[src/rtl/draw_field_frame_ctrl_pkg.sv]
// Shared draw-side types: field geometry, colour indices, controller state codes
// and the game_data_t image handed to draw_field.
package tetris_draw_pkg;
  localparam int FIELD_ROW_CNT     = 20;
  localparam int FIELD_COL_CNT     = 10;
  localparam int TETRIS_COLORS_CNT = 8;
  localparam int COLOR_W           = $clog2(TETRIS_COLORS_CNT);

  typedef logic [COLOR_W-1:0] color_t;

  localparam color_t DEF_FLASH_COLOR   = color_t'(7);
  localparam color_t DEF_CURTAIN_COLOR = color_t'(1);

  localparam logic [1:0] ST_IDLE    = 2'd0;
  localparam logic [1:0] ST_FLASH   = 2'd1;
  localparam logic [1:0] ST_CURTAIN = 2'd2;

  // field[r][c], row 0 = top
  typedef struct packed {
    logic [FIELD_ROW_CNT-1:0][FIELD_COL_CNT-1:0][COLOR_W-1:0] field;
    logic [2:0]  next_block;
    logic [15:0] score;
  } game_data_t;
endpackage

[src/rtl/draw_field_frame_ctrl_if.sv]
// Game-logic <-> frame controller bus; slave is the controller side.
interface draw_field_frame_ctrl_if;
  import tetris_draw_pkg::*;
  logic                     frame_start_i;
  game_data_t               game_data_i;
  logic                     game_data_val_i;
  logic                     flash_req_i;
  logic [FIELD_ROW_CNT-1:0] flash_rows_i;
  logic                     flash_ready_o;
  logic                     flash_done_o;
  logic                     game_over_i;
  logic                     curtain_done_o;
  game_data_t               game_data_o;

  modport slave (
    input  frame_start_i, game_data_i, game_data_val_i, flash_req_i, flash_rows_i, game_over_i,
    output flash_ready_o, flash_done_o, curtain_done_o, game_data_o
  );
  modport master (
    output frame_start_i, game_data_i, game_data_val_i, flash_req_i, flash_rows_i, game_over_i,
    input  flash_ready_o, flash_done_o, curtain_done_o, game_data_o
  );
endinterface

[src/rtl/draw_field_frame_ctrl_tick_div.sv]
// Frame divider: combinational tick on the frame pulse that completes each group of N frames.
module frame_tick_div #(
  parameter int N = 8
) (
  input  logic clk_i,
  input  logic rst_i,
  input  logic clr_i,
  input  logic frame_i,
  output logic tick_o
);
  localparam int W = $clog2(N + 1);
  localparam logic [W-1:0] LAST = W'(N - 1);

  logic [W-1:0] cnt_q, cnt_d;

  assign tick_o = frame_i && !clr_i && (cnt_q == LAST);

  always_comb begin
    cnt_d = cnt_q;
    if (clr_i)        cnt_d = '0;
    else if (frame_i) cnt_d = tick_o ? '0 : cnt_q + W'(1);
  end

  always_ff @(posedge clk_i) begin
    if (rst_i) cnt_q <= '0;
    else       cnt_q <= cnt_d;
  end
endmodule

[src/rtl/draw_field_frame_ctrl.sv]
// Frame-synchronous owner of the draw_field image; applies row-flash and
// game-over curtain overlays only at frame boundaries.
module draw_field_frame_ctrl import tetris_draw_pkg::*; #(
  parameter int     FLASH_FRAMES   = 8,
  parameter int     FLASH_PHASES   = 6,
  parameter int     CURTAIN_FRAMES = 3,
  parameter color_t FLASH_COLOR    = DEF_FLASH_COLOR,
  parameter color_t CURTAIN_COLOR  = DEF_CURTAIN_COLOR
) (
  input logic clk_i,
  input logic rst_i,
  draw_field_frame_ctrl_if.slave bus
);
  localparam int PW = $clog2(FLASH_PHASES + 1);
  localparam int RW = $clog2(FIELD_ROW_CNT + 1);
  localparam logic [PW-1:0] PH_LAST  = PW'(FLASH_PHASES - 1);
  localparam logic [RW-1:0] ROW_FULL = RW'(FIELD_ROW_CNT);

  logic [1:0]               state_q, state_d;
  logic [PW-1:0]            phase_q, phase_d;
  logic [FIELD_ROW_CNT-1:0] rows_q, rows_d;
  logic [RW-1:0]            row_cnt_q, row_cnt_d;
  logic                     curt_done_q, done_c;
  game_data_t               shadow_q, front_q, ovl;
  logic in_flash, in_curt, flash_tick, curt_tick, flash_end, flash_vis, curt_vis;

  assign in_flash  = (state_q == ST_FLASH);
  assign in_curt   = (state_q == ST_CURTAIN);
  assign flash_end = flash_tick && (phase_q == PH_LAST);
  assign flash_vis = in_flash && !bus.game_over_i && !flash_end;
  assign curt_vis  = in_curt && bus.game_over_i;

  frame_tick_div #(.N(FLASH_FRAMES)) u_flash_div (
    .clk_i, .rst_i, .clr_i(!in_flash || bus.game_over_i),
    .frame_i(bus.frame_start_i), .tick_o(flash_tick)
  );
  frame_tick_div #(.N(CURTAIN_FRAMES)) u_curt_div (
    .clk_i, .rst_i, .clr_i(!curt_vis),
    .frame_i(bus.frame_start_i), .tick_o(curt_tick)
  );

  always_comb begin
    state_d   = state_q;
    phase_d   = phase_q;
    rows_d    = rows_q;
    row_cnt_d = row_cnt_q;
    done_c    = 1'b0;
    if (bus.game_over_i && !in_curt) begin
      state_d   = ST_CURTAIN;
      row_cnt_d = '0;
      phase_d   = '0;
      done_c    = in_flash;
    end else begin
      case (state_q)
        ST_IDLE: if (bus.flash_req_i) begin
          state_d = ST_FLASH;
          rows_d  = bus.flash_rows_i;
          phase_d = '0;
        end
        ST_FLASH: if (flash_end) begin
          state_d = ST_IDLE;
          phase_d = '0;
          done_c  = 1'b1;
        end else if (flash_tick) begin
          phase_d = phase_q + PW'(1);
        end
        ST_CURTAIN: if (!bus.game_over_i) begin
          state_d   = ST_IDLE;
          row_cnt_d = '0;
        end else if (curt_tick && row_cnt_q != ROW_FULL) begin
          row_cnt_d = row_cnt_q + RW'(1);
        end
        default: state_d = ST_IDLE;
      endcase
    end
  end

  // Curtain uses the post-step row count so the frame that advances it shows it.
  always_comb begin
    ovl = bus.game_data_val_i ? bus.game_data_i : shadow_q;
    for (int r = 0; r < FIELD_ROW_CNT; r++) begin
      if (flash_vis && rows_q[r])
        ovl.field[r] = phase_q[0] ? '0 : {FIELD_COL_CNT{FLASH_COLOR}};
      if (curt_vis && (r + int'(row_cnt_d) >= FIELD_ROW_CNT))
        ovl.field[r] = {FIELD_COL_CNT{CURTAIN_COLOR}};
    end
  end

  always_ff @(posedge clk_i) begin
    if (rst_i) begin
      state_q     <= ST_IDLE;
      phase_q     <= '0;
      rows_q      <= '0;
      row_cnt_q   <= '0;
      shadow_q    <= '0;
      front_q     <= '0;
      curt_done_q <= 1'b0;
    end else begin
      state_q     <= state_d;
      phase_q     <= phase_d;
      rows_q      <= rows_d;
      row_cnt_q   <= row_cnt_d;
      curt_done_q <= (state_d == ST_CURTAIN) && (row_cnt_d == ROW_FULL);
      if (bus.game_data_val_i) shadow_q <= bus.game_data_i;
      if (bus.frame_start_i)   front_q  <= ovl;
    end
  end

  assign bus.flash_ready_o  = (state_q == ST_IDLE);
  assign bus.flash_done_o   = done_c && !rst_i;
  assign bus.curtain_done_o = curt_done_q;
  assign bus.game_data_o    = front_q;
endmodule

[src/flat_wrapper.sv]
// flat-port wrapper written by rule: the top's interface ports become plain ports
module draw_field_frame_ctrl_flat import tetris_draw_pkg::*;
#(
  parameter int     FLASH_FRAMES   = 8,
  parameter int     FLASH_PHASES   = 6,
  parameter int     CURTAIN_FRAMES = 3,
  parameter color_t FLASH_COLOR    = DEF_FLASH_COLOR,
  parameter color_t CURTAIN_COLOR  = DEF_CURTAIN_COLOR
)
  (clk_i, rst_i, bus_frame_start_i, bus_game_data_i, bus_game_data_val_i, bus_flash_req_i, bus_flash_rows_i, bus_game_over_i, bus_flash_ready_o, bus_flash_done_o, bus_curtain_done_o, bus_game_data_o);
  draw_field_frame_ctrl_if bus_i ();
  input logic clk_i;
  input logic rst_i;
  input wire logic [$bits(bus_i.frame_start_i)-1:0] bus_frame_start_i;
  input wire logic [$bits(bus_i.game_data_i)-1:0] bus_game_data_i;
  input wire logic [$bits(bus_i.game_data_val_i)-1:0] bus_game_data_val_i;
  input wire logic [$bits(bus_i.flash_req_i)-1:0] bus_flash_req_i;
  input wire logic [$bits(bus_i.flash_rows_i)-1:0] bus_flash_rows_i;
  input wire logic [$bits(bus_i.game_over_i)-1:0] bus_game_over_i;
  output wire logic [$bits(bus_i.flash_ready_o)-1:0] bus_flash_ready_o;
  output wire logic [$bits(bus_i.flash_done_o)-1:0] bus_flash_done_o;
  output wire logic [$bits(bus_i.curtain_done_o)-1:0] bus_curtain_done_o;
  output wire logic [$bits(bus_i.game_data_o)-1:0] bus_game_data_o;
  assign bus_i.frame_start_i = bus_frame_start_i;
  assign bus_i.game_data_i = bus_game_data_i;
  assign bus_i.game_data_val_i = bus_game_data_val_i;
  assign bus_i.flash_req_i = bus_flash_req_i;
  assign bus_i.flash_rows_i = bus_flash_rows_i;
  assign bus_i.game_over_i = bus_game_over_i;
  assign bus_flash_ready_o = bus_i.flash_ready_o;
  assign bus_flash_done_o = bus_i.flash_done_o;
  assign bus_curtain_done_o = bus_i.curtain_done_o;
  assign bus_game_data_o = bus_i.game_data_o;
  draw_field_frame_ctrl #(.FLASH_FRAMES(FLASH_FRAMES), .FLASH_PHASES(FLASH_PHASES), .CURTAIN_FRAMES(CURTAIN_FRAMES), .FLASH_COLOR(FLASH_COLOR), .CURTAIN_COLOR(CURTAIN_COLOR)) u_core (.clk_i(clk_i), .rst_i(rst_i), .bus(bus_i));
endmodule
[config.mk]
export PLATFORM = sky130hd
export DESIGN_NAME = draw_field_frame_ctrl_flat
export DESIGN_NICKNAME = d
export VERILOG_FILES = /design/src/rtl/draw_field_frame_ctrl_pkg.sv /design/src/rtl/draw_field_frame_ctrl_if.sv /design/src/rtl/draw_field_frame_ctrl_tick_div.sv /design/src/rtl/draw_field_frame_ctrl.sv /design/src/flat_wrapper.sv
export SDC_FILE = /design/constraint.sdc
export NUM_CORES = 2
export LEC_CHECK = 0
export ABC_AREA = 1
export CORE_AREA = 2 2 501 503
export CTS_BUF_LIST = sky130_fd_sc_hd__clkbuf_8 sky130_fd_sc_hd__clkbuf_16
export CTS_CLUSTER_SIZE = 10
export DETAILED_ROUTE_END_ITERATION = 10
export DIE_AREA = 0 0 503 505
export PLACE_DENSITY_LB_ADDON = 0.15
export SYNTH_ARGS = -nofsm -noshare
export SYNTH_HDL_FRONTEND = slang
export SYNTH_SLANG_ARGS = --single-unit
[constraint.sdc]
create_clock -name clk_i -period 3.3 [get_ports clk_i]
set_input_delay 0.825 -clock clk_i [delete_from_list [all_inputs] [get_ports clk_i]]
set_output_delay 0.825 -clock clk_i [all_outputs]
set_load 0.01 [all_outputs]
## Yosys cells after proc, flatten, opt, wreduce, memory -nomap -nowiden

Index checks and enable logic that the tools add are counted.

- Logic and storage cells: 592
- Bits in writable memories: 0
- Bits in registers: 1,275
- Bits in latches: 0
- Memories kept: 0
- Memory bits (read-only): 0
- Input port bits: 645

- Reductions and logical operators: 66
- Multipliers: 0
- Add/sub/neg operators: 23
- Eq/ne operators: 10
- Magnitude comparators: 20
- Bitwise gates (word level): 2
- Div/mod/pow operators: 0
- Mux-type cells: 60
- Shifts and indexed selects: 0

Operator list:

| cell | count |
|---|---|
| $mux W30 | 41 |
| $mux W619 | 1 |
| $ge A32 B6 Y1 const B | 19 |
| $logic_and A1 B1 Y1 | 52 |
| $add A4 B5 Y6 const A | 8 |
| $add A3 B5 Y6 const A | 4 |
| $add A5 B5 Y6 const A | 4 |
| $mux W5 | 4 |
| $add A2 B5 Y6 const A | 2 |
| $mux W2 | 5 |
| $mux W3 | 3 |
| $add A1 B5 Y6 const A | 1 |
| $eq A2 B2 Y1 const B | 3 |
| $logic_not A1 Y1 | 6 |
| $pmux W2 S3 | 1 |
| $pmux W3 S2 | 1 |
| $reduce_and A3 Y1 | 2 |
| $reduce_or A2 Y1 | 3 |
| $add A5 B1 Y5 const B | 1 |
| $eq A5 B5 Y1 const B | 1 |
| $ge A5 B5 Y1 const B | 1 |
| $ne A5 B5 Y1 const B | 1 |
| $add A4 B1 Y4 const B | 1 |
| $eq A4 B3 Y1 const B | 1 |
| 12 further kinds | 15 |

## Logic depth before layout (Yosys ltp)

- Depth in word-level cells: 13
- Gate-level depth with buffers: 24
- Depth with buffers taken out: 22

## Hierarchy

A second synthesis with hierarchy kept.

- Cells, all modules: 6,201
- Area total of the unflattened synthesis: 51,240.4 um^2

Modules (own cells, without submodules):

| module | instances | cells each | seq. area each (um^2) | area each (um^2) |
|---|---|---|---|---|
| draw_field_frame_ctrl | 1 | 6,156 | 25,404.4 | 50,917.6 |
| frame_tick_div (u_core.u_flash_div) | 1 | 29 | 80.1 | 205.2 |
| frame_tick_div (u_core.u_curt_div) | 1 | 16 | 40.0 | 117.6 |

## Worst setup path before layout

OpenSTA, ideal clock, no wires.

- Kind: input-to-reg
- Start: input port bus_frame_start_i
- End: register u_core.front_q (netlist bit u_core.bus.game_data_o[291])
- Slack: 0.322 ns
- Data required time: 3.168 ns
- Arrival time: 2.845 ns
- Stages on the path: 22
- Cells stage by stage: nand3_1 > nor2_8 > nand3_1 > nand2_1 > nand2_2 > nand2_4 > nand2_8 > buf_6 > inv_4 > ha_1 > inv_1 > nor2_1 > inv_1 > nand2_1 > nand2_1 > nand3_1 > nand3_1 > nand2_1 > nand2_1 > buf_4 > nand2_1 > a21oi_1

- Word-level cells in the longest chain between the ends: 11
- Elaborated cells between the ends (all ways): 18

RTL lines:

| element | RTL line | text |
|---|---|---|
| start: declaration | flat_wrapper.sv:14 | `input wire logic [$bits(bus_i.frame_start_i)-1:0] bus_frame_start_i;` |
| $logic_and A1 B1 Y1 (2 in a row) | draw_field_frame_ctrl_tick_div.sv:16 | `assign tick_o = frame_i && !clr_i && (cnt_q == LAST);` |
| $logic_and A1 B1 Y1 | draw_field_frame_ctrl.sv:70 | `end else if (curt_tick && row_cnt_q != ROW_FULL) begin` |
| $mux W5 | draw_field_frame_ctrl.sv:70 |  |
| $mux W5 | draw_field_frame_ctrl.sv:67 | `ST_CURTAIN: if (!bus.game_over_i) begin` |
| $mux W5 | draw_field_frame_ctrl.sv:54 | `case (state_q)` |
| $mux W5 | draw_field_frame_ctrl.sv:48 | `if (bus.game_over_i && !in_curt) begin` |
| named net u_core.row_cnt_d[2] | draw_field_frame_ctrl.sv:22 | `logic [RW-1:0] row_cnt_q, row_cnt_d;` |
| $add A4 B5 Y6 | draw_field_frame_ctrl.sv:84 | `if (curt_vis && (r + int'(row_cnt_d) >= FIELD_ROW_CNT))` |
| $ge A32 B6 Y1 | draw_field_frame_ctrl.sv:84 |  |
| $logic_and A1 B1 Y1 | draw_field_frame_ctrl.sv:84 |  |
| $mux W30 | draw_field_frame_ctrl.sv:84 |  |
| end signal: assignment | draw_field_frame_ctrl.sv:105 | `if (bus.frame_start_i) front_q <= ovl;` |
| end: declaration | draw_field_frame_ctrl.sv:24 | `game_data_t shadow_q, front_q, ovl;` |

The timed path passes the listed nets, and every way through them passes these cells.
A chain may end at the register's enable or synchronous reset.

## Worst setup path in the final report

- Start: input port bus_game_over_i
- End: output port bus_flash_done_o

- Word-level cells in the longest chain between the ends: 9
- Elaborated cells between the ends (all ways): 10

RTL lines:

| element | RTL line | text |
|---|---|---|
| start: declaration | flat_wrapper.sv:19 | `input wire logic [$bits(bus_i.game_over_i)-1:0] bus_game_over_i;` |
| $logic_or A1 B1 Y1 | draw_field_frame_ctrl.sv:34 | `.clk_i, .rst_i, .clr_i(!in_flash \|\| bus.game_over_i),` |
| $logic_not A1 Y1 | draw_field_frame_ctrl_tick_div.sv:16 |  |
| $logic_and A1 B1 Y1 (2 in a row) | draw_field_frame_ctrl_tick_div.sv:16 |  |
| $logic_and A1 B1 Y1 | draw_field_frame_ctrl.sv:29 | `assign flash_end = flash_tick && (phase_q == PH_LAST);` |
| $mux W1 | draw_field_frame_ctrl.sv:60 | `ST_FLASH: if (flash_end) begin` |
| $mux W1 | draw_field_frame_ctrl.sv:54 |  |
| $mux W1 * | draw_field_frame_ctrl.sv:48 |  |
| $logic_and A1 B1 Y1 * | draw_field_frame_ctrl.sv:110 | `assign bus.flash_done_o = done_c && !rst_i;` |
| end: declaration | flat_wrapper.sv:21 | `output wire logic [$bits(bus_i.flash_done_o)-1:0] bus_flash_done_o;` |

Every way passes the cells marked *; elsewhere a longest branch is shown, timed or not.

==> key figures <==
GRT
  • All-layer global routing usage: about 18%
  • Gr ovfl total: 0
  • First-pass GRT wire length: between 300,000 and 400,000 um
  • Via count of the first global-routing pass: around 46,000
  • Initial antenna violation count: 89
  • Largest net degree at the start of global routing: 185

Critical path
  • Cell repeated most along the worst path: buf_4
  • Reg2reg end: u_core.bus.game_data_o[608]
  • Reg2reg start: u_core.row_cnt_q[0]
  • Kind of critical path: input port to primary output
  • Worst reg-to-reg path cell count: 21
  • Type of destination of the critical path: primary output
  • Crit path cell chain: dlygate4sd2_1 -> inv_1 -> buf_4 -> nand2_1 -> nor3_2 -> nand3_1 -> buf_4 -> a21oi_4 -> buf_4 -> buf_12
  • CP max FO: 5
  • Worst EP required: ~2.5 ns
  • Slowest CP cell: dlygate4sd2_1
  • Crit path buf inv count: 6
  • Max stage delay on crit path: approximately 0.29 ns
  • CP delay by family, top: buffers and inverters
  • FF-to-FF setup slack: roughly 0.40 ns
  • Crit start category: input port
  • Crit path DAT: 2.29 ns

Power
  • Clock network power share: roughly 44%
  • Comb power frac: between 10% and 20%
  • Internal Power: 28.8 mW
  • Power per cell area: between 500 and 600 nW/um^2
  • Switch share: a little over a quarter
  • Flop pwr share: a little over two fifths
  • Pleak: 29.9 nW
  • Switching pwr: approximately 10 mW
  • Peak supply drop: 0.474 mV

Drt
  • DR DRC count: 0
  • Top Layer Used: met5
  • DR WL/cell: 22.2 um
  • WL met1: about 100,000 um
  • Wire length on met3: roughly 21,000 um
  • Starting DRT DRC Count: roughly 2,900
  • Antenna Nets Post-Route: 0
  • Initial DRT Pass Iterations: 5
  • Routed vias: between 40,000 and 50,000
  • Drt via density: 4.35
  • Post-Route WL: between 200,000 and 250,000 um
  • Metal2 WL: ~110,000 um

STA
  • Min Hold Slack: roughly 0.42 ns
  • Worst-margin pin slew: around 0.99 ns
  • Max transition margin: approximately 34%
  • RSZ-0062 raised after global routing: no
  • Setup TNS Final: 0 ns
  • Final setup skew: a little over 0.06 ns
  • Final period utilization: 94.4%
  • Max Clk Rate: about 0.32 GHz
  • Hold Vio Cnt, Final: 0
  • Min Tclk post-route: 3.12 ns
  • Final WS setup: between 0.15 and 0.2 ns
  • Final Setup Violations: 0
  • Final Slew Violations: 0

Synthesis
  • Synthesized area: ~51,000 um^2
  • Gate Count Post-Synth: a little over 6,000
  • Post-Syn Area per Cell: ~8.4 um^2
  • Yosys reg bits: ~1,300
  • Warnings from Yosys: 0
  • Net Count, Synth: slightly below 7,000
  • Post-synthesis sequential area ratio: 50.1%
  • Post-synthesis cell type count: 48

CTS
  • Total CTS buffers: roughly 160
  • Skew-Pair Late Insertion Delay: a little over 0.8 ns
  • TritonCTS clock tree: yes
  • Post-CTS Hold Fix Bufs: 0
  • Clock Tree Root: clkbuf_16
  • CTS sink cnt: between 1,000 and 1,500
  • Clock-pin slew on the worst setup and hold paths: approximately 0.06 ns
  • H-tree Lvls: 4
  • Deepest clock path buffer count: 3

Placement
  • Pre-CTS setup slack: -0.528 ns
  • Inst Count DP: ~10,000
  • Port bufs: roughly 1,300
  • Placer Congestion: roughly 0.82
  • Post-DP HPWL: between 150,000 and 200,000 um

Finish
  • Register Area: 25,500 um^2
  • Area of the multi-input gates: 23,000 um^2
  • Area Overhead vs Synth: 45.9%
  • Finished Layout Cells: about 11,000
  • Share of cells above drive strength 1: about an eighth
  • Final net count: approximately 8,000
  • Filler cell count: 26,600

Worst hold path
  • Hold path depth: 2
  • Min-delay worst type: input port to flip-flop
  • Hold_sp: rst_i
  • Endpoint, Worst Hold: u_core.shadow_q[301]

Floorplanning
  • Die Y: 505 um
  • Die X: 503 um
  • Die area: 254,000 um^2
  • # IOs: 1,267
  • Effective utilization at floorplan: between 20% and 30%
  • Area of the core: roughly 250,000 um^2
  • Rows: 183

Job
  • Max-cap viol count: 0

Run status
  • Status: completed
kinds of logic (layout without fill, tap and decap cells):
family / Yosys count / in the layout / synth area share [%]
AOI/OAI and AO/OA: 1441 / 1441 / 14.6
xor gates and xnor gates: 3 / 3 / 0.0516
adders and majority gates: 16 / 16 / 0.393
buffers and inverters: 618 / 1914 / 4.94
DFF: 1275 / 1275 / 50.1
muxes: 619 / 619 / 12.2
other: 0 / 32 / 0
and+or+nand+nor: 2124 / 2124 / 17.7
layout by cell type, fill, tap and decap left out, drive strengths merged, types with 5 or more instances in the layout:
master,synthesis,final
nand4,10,10
diode,0,32
o211ai,39,39
a21oi,843,843
nor3,5,5
nand3,111,111
or2,270,270
nor2,818,818
ha,16,16
dfxtp,1275,1275
clkinv,4,24
buf,136,288
nand2,907,907
clkbuf,385,190
a31oi,11,11
o221a,10,10
o21ai,529,529
clkdlybuf4s50,0,1261
mux2i,619,619
inv,93,146
sequential cells by signal (all words and copies together) (netlist names):
name                       count
u_core.bus.game_data_o       619
u_core.shadow_q              619
u_core.rows_q                 20
u_core.row_cnt_q               5
u_core.u_flash_div.cnt_q       4
u_core.phase_q                 3
u_core.state_q                 2
u_core.u_curt_div.cnt_q        2
u_core.bus.curtain_done_o      1
worst max-delay path by stage:
stage / startpoint / endpoint / slack (ns) / depth (start not counted)
2_1_floorplan: bus_frame_start_i / u_core.bus.game_data_o[291] / 0.32 / 22
3_3_place_gp: bus_game_over_i / u_core.bus.game_data_o[263] / -0.53 / 14
3_5_place_dp: bus_game_over_i / u_core.bus.game_data_o[270] / -0.53 / 15
4_1_cts: u_core.state_q[0] / bus_flash_done_o / 0.03 / 9
5_1_grt: u_core.u_flash_div.cnt_q[0] / bus_flash_done_o / 0.009 / 8
6_report: bus_game_over_i / bus_flash_done_o / 0.18 / 10
through the flow:
stage	util (%)	power, mW	cell area [um^2]
after global placement	27.8	22.4	69100
after CTS	29.9	39.9	74200
final	29.9	39.3	74300
after detailed placement	27.8	22.4	69100
after global routing	29.9	41.0	74200
after floorplan	-	19.5	50900
routing by layer:
metal,vias up,global-route usage (%)
li1,22700,-
met1,22300,22.1
met2,1381,29.6
met3,321,6.56
met4,62,4.57
met5,-,0
worst reg2reg max path, delay by kind of cell (launching register included):
family / cells / cell delay, ns
compound gates: 1 / 0.13
fa+ha+maj: 2 / 0.36
buf+inv: 4 / 0.52
flops: 1 / 0.34
simple gates: 14 / 1.51
cell usage after synthesis, drive strengths merged:
library cell	instances	area (um^2)
dfxtp	1275	25500
nand2	907	3470
a21oi	843	4230
nor2	818	3110
mux2i	619	6200
o21ai	529	2650
clkbuf	385	1450
or2	270	1690
buf	136	702
nand3	111	628
inv	93	354
o211ai	39	293
ha	16	200
a31oi	11	68.8
nand4	10	68.8
o221a	10	113
nor3	5	35.0
clkinv	4	16.3
a21boi	3	22.5
xor2	3	26.3
a211oi	2	15.0
o21bai	2	18.8
o31ai	2	20.0
and3	1	6.26
nor3b	1	7.51
nor4	1	6.26
power groups by stage:
stage	Combinational, mW	Clock, mW	Sequential, mW
2_1_floorplan	2.31	0	17.2
3_3_place_gp	5.38	0	17.0
3_5_place_dp	5.40	0	17.0
4_1_cts	5.43	17.8	16.7
5_1_grt	5.81	18.4	16.8
6_report	5.33	17.2	16.7
repair_timing:
action                     CTS  global route
gates cloned                 0             0
setup buffers                2             2
setup endpoints to repair    1             1
pin swaps                    2             2
gates resized for setup      3             4
final cells by class:
class / count / area share, %
well taps: 3330 / 5.61
repair buffers: 1550 / 21.6
diodes: 32 / 0.108
inverters: 97 / 0.519
clock inverters: 77 / 0.822
flip-flops and latches: 1275 / 34.4
multi-input cells: 4203 / 31.0
clock buffers: 190 / 6.02
Power figures use the tool's default switching activity.
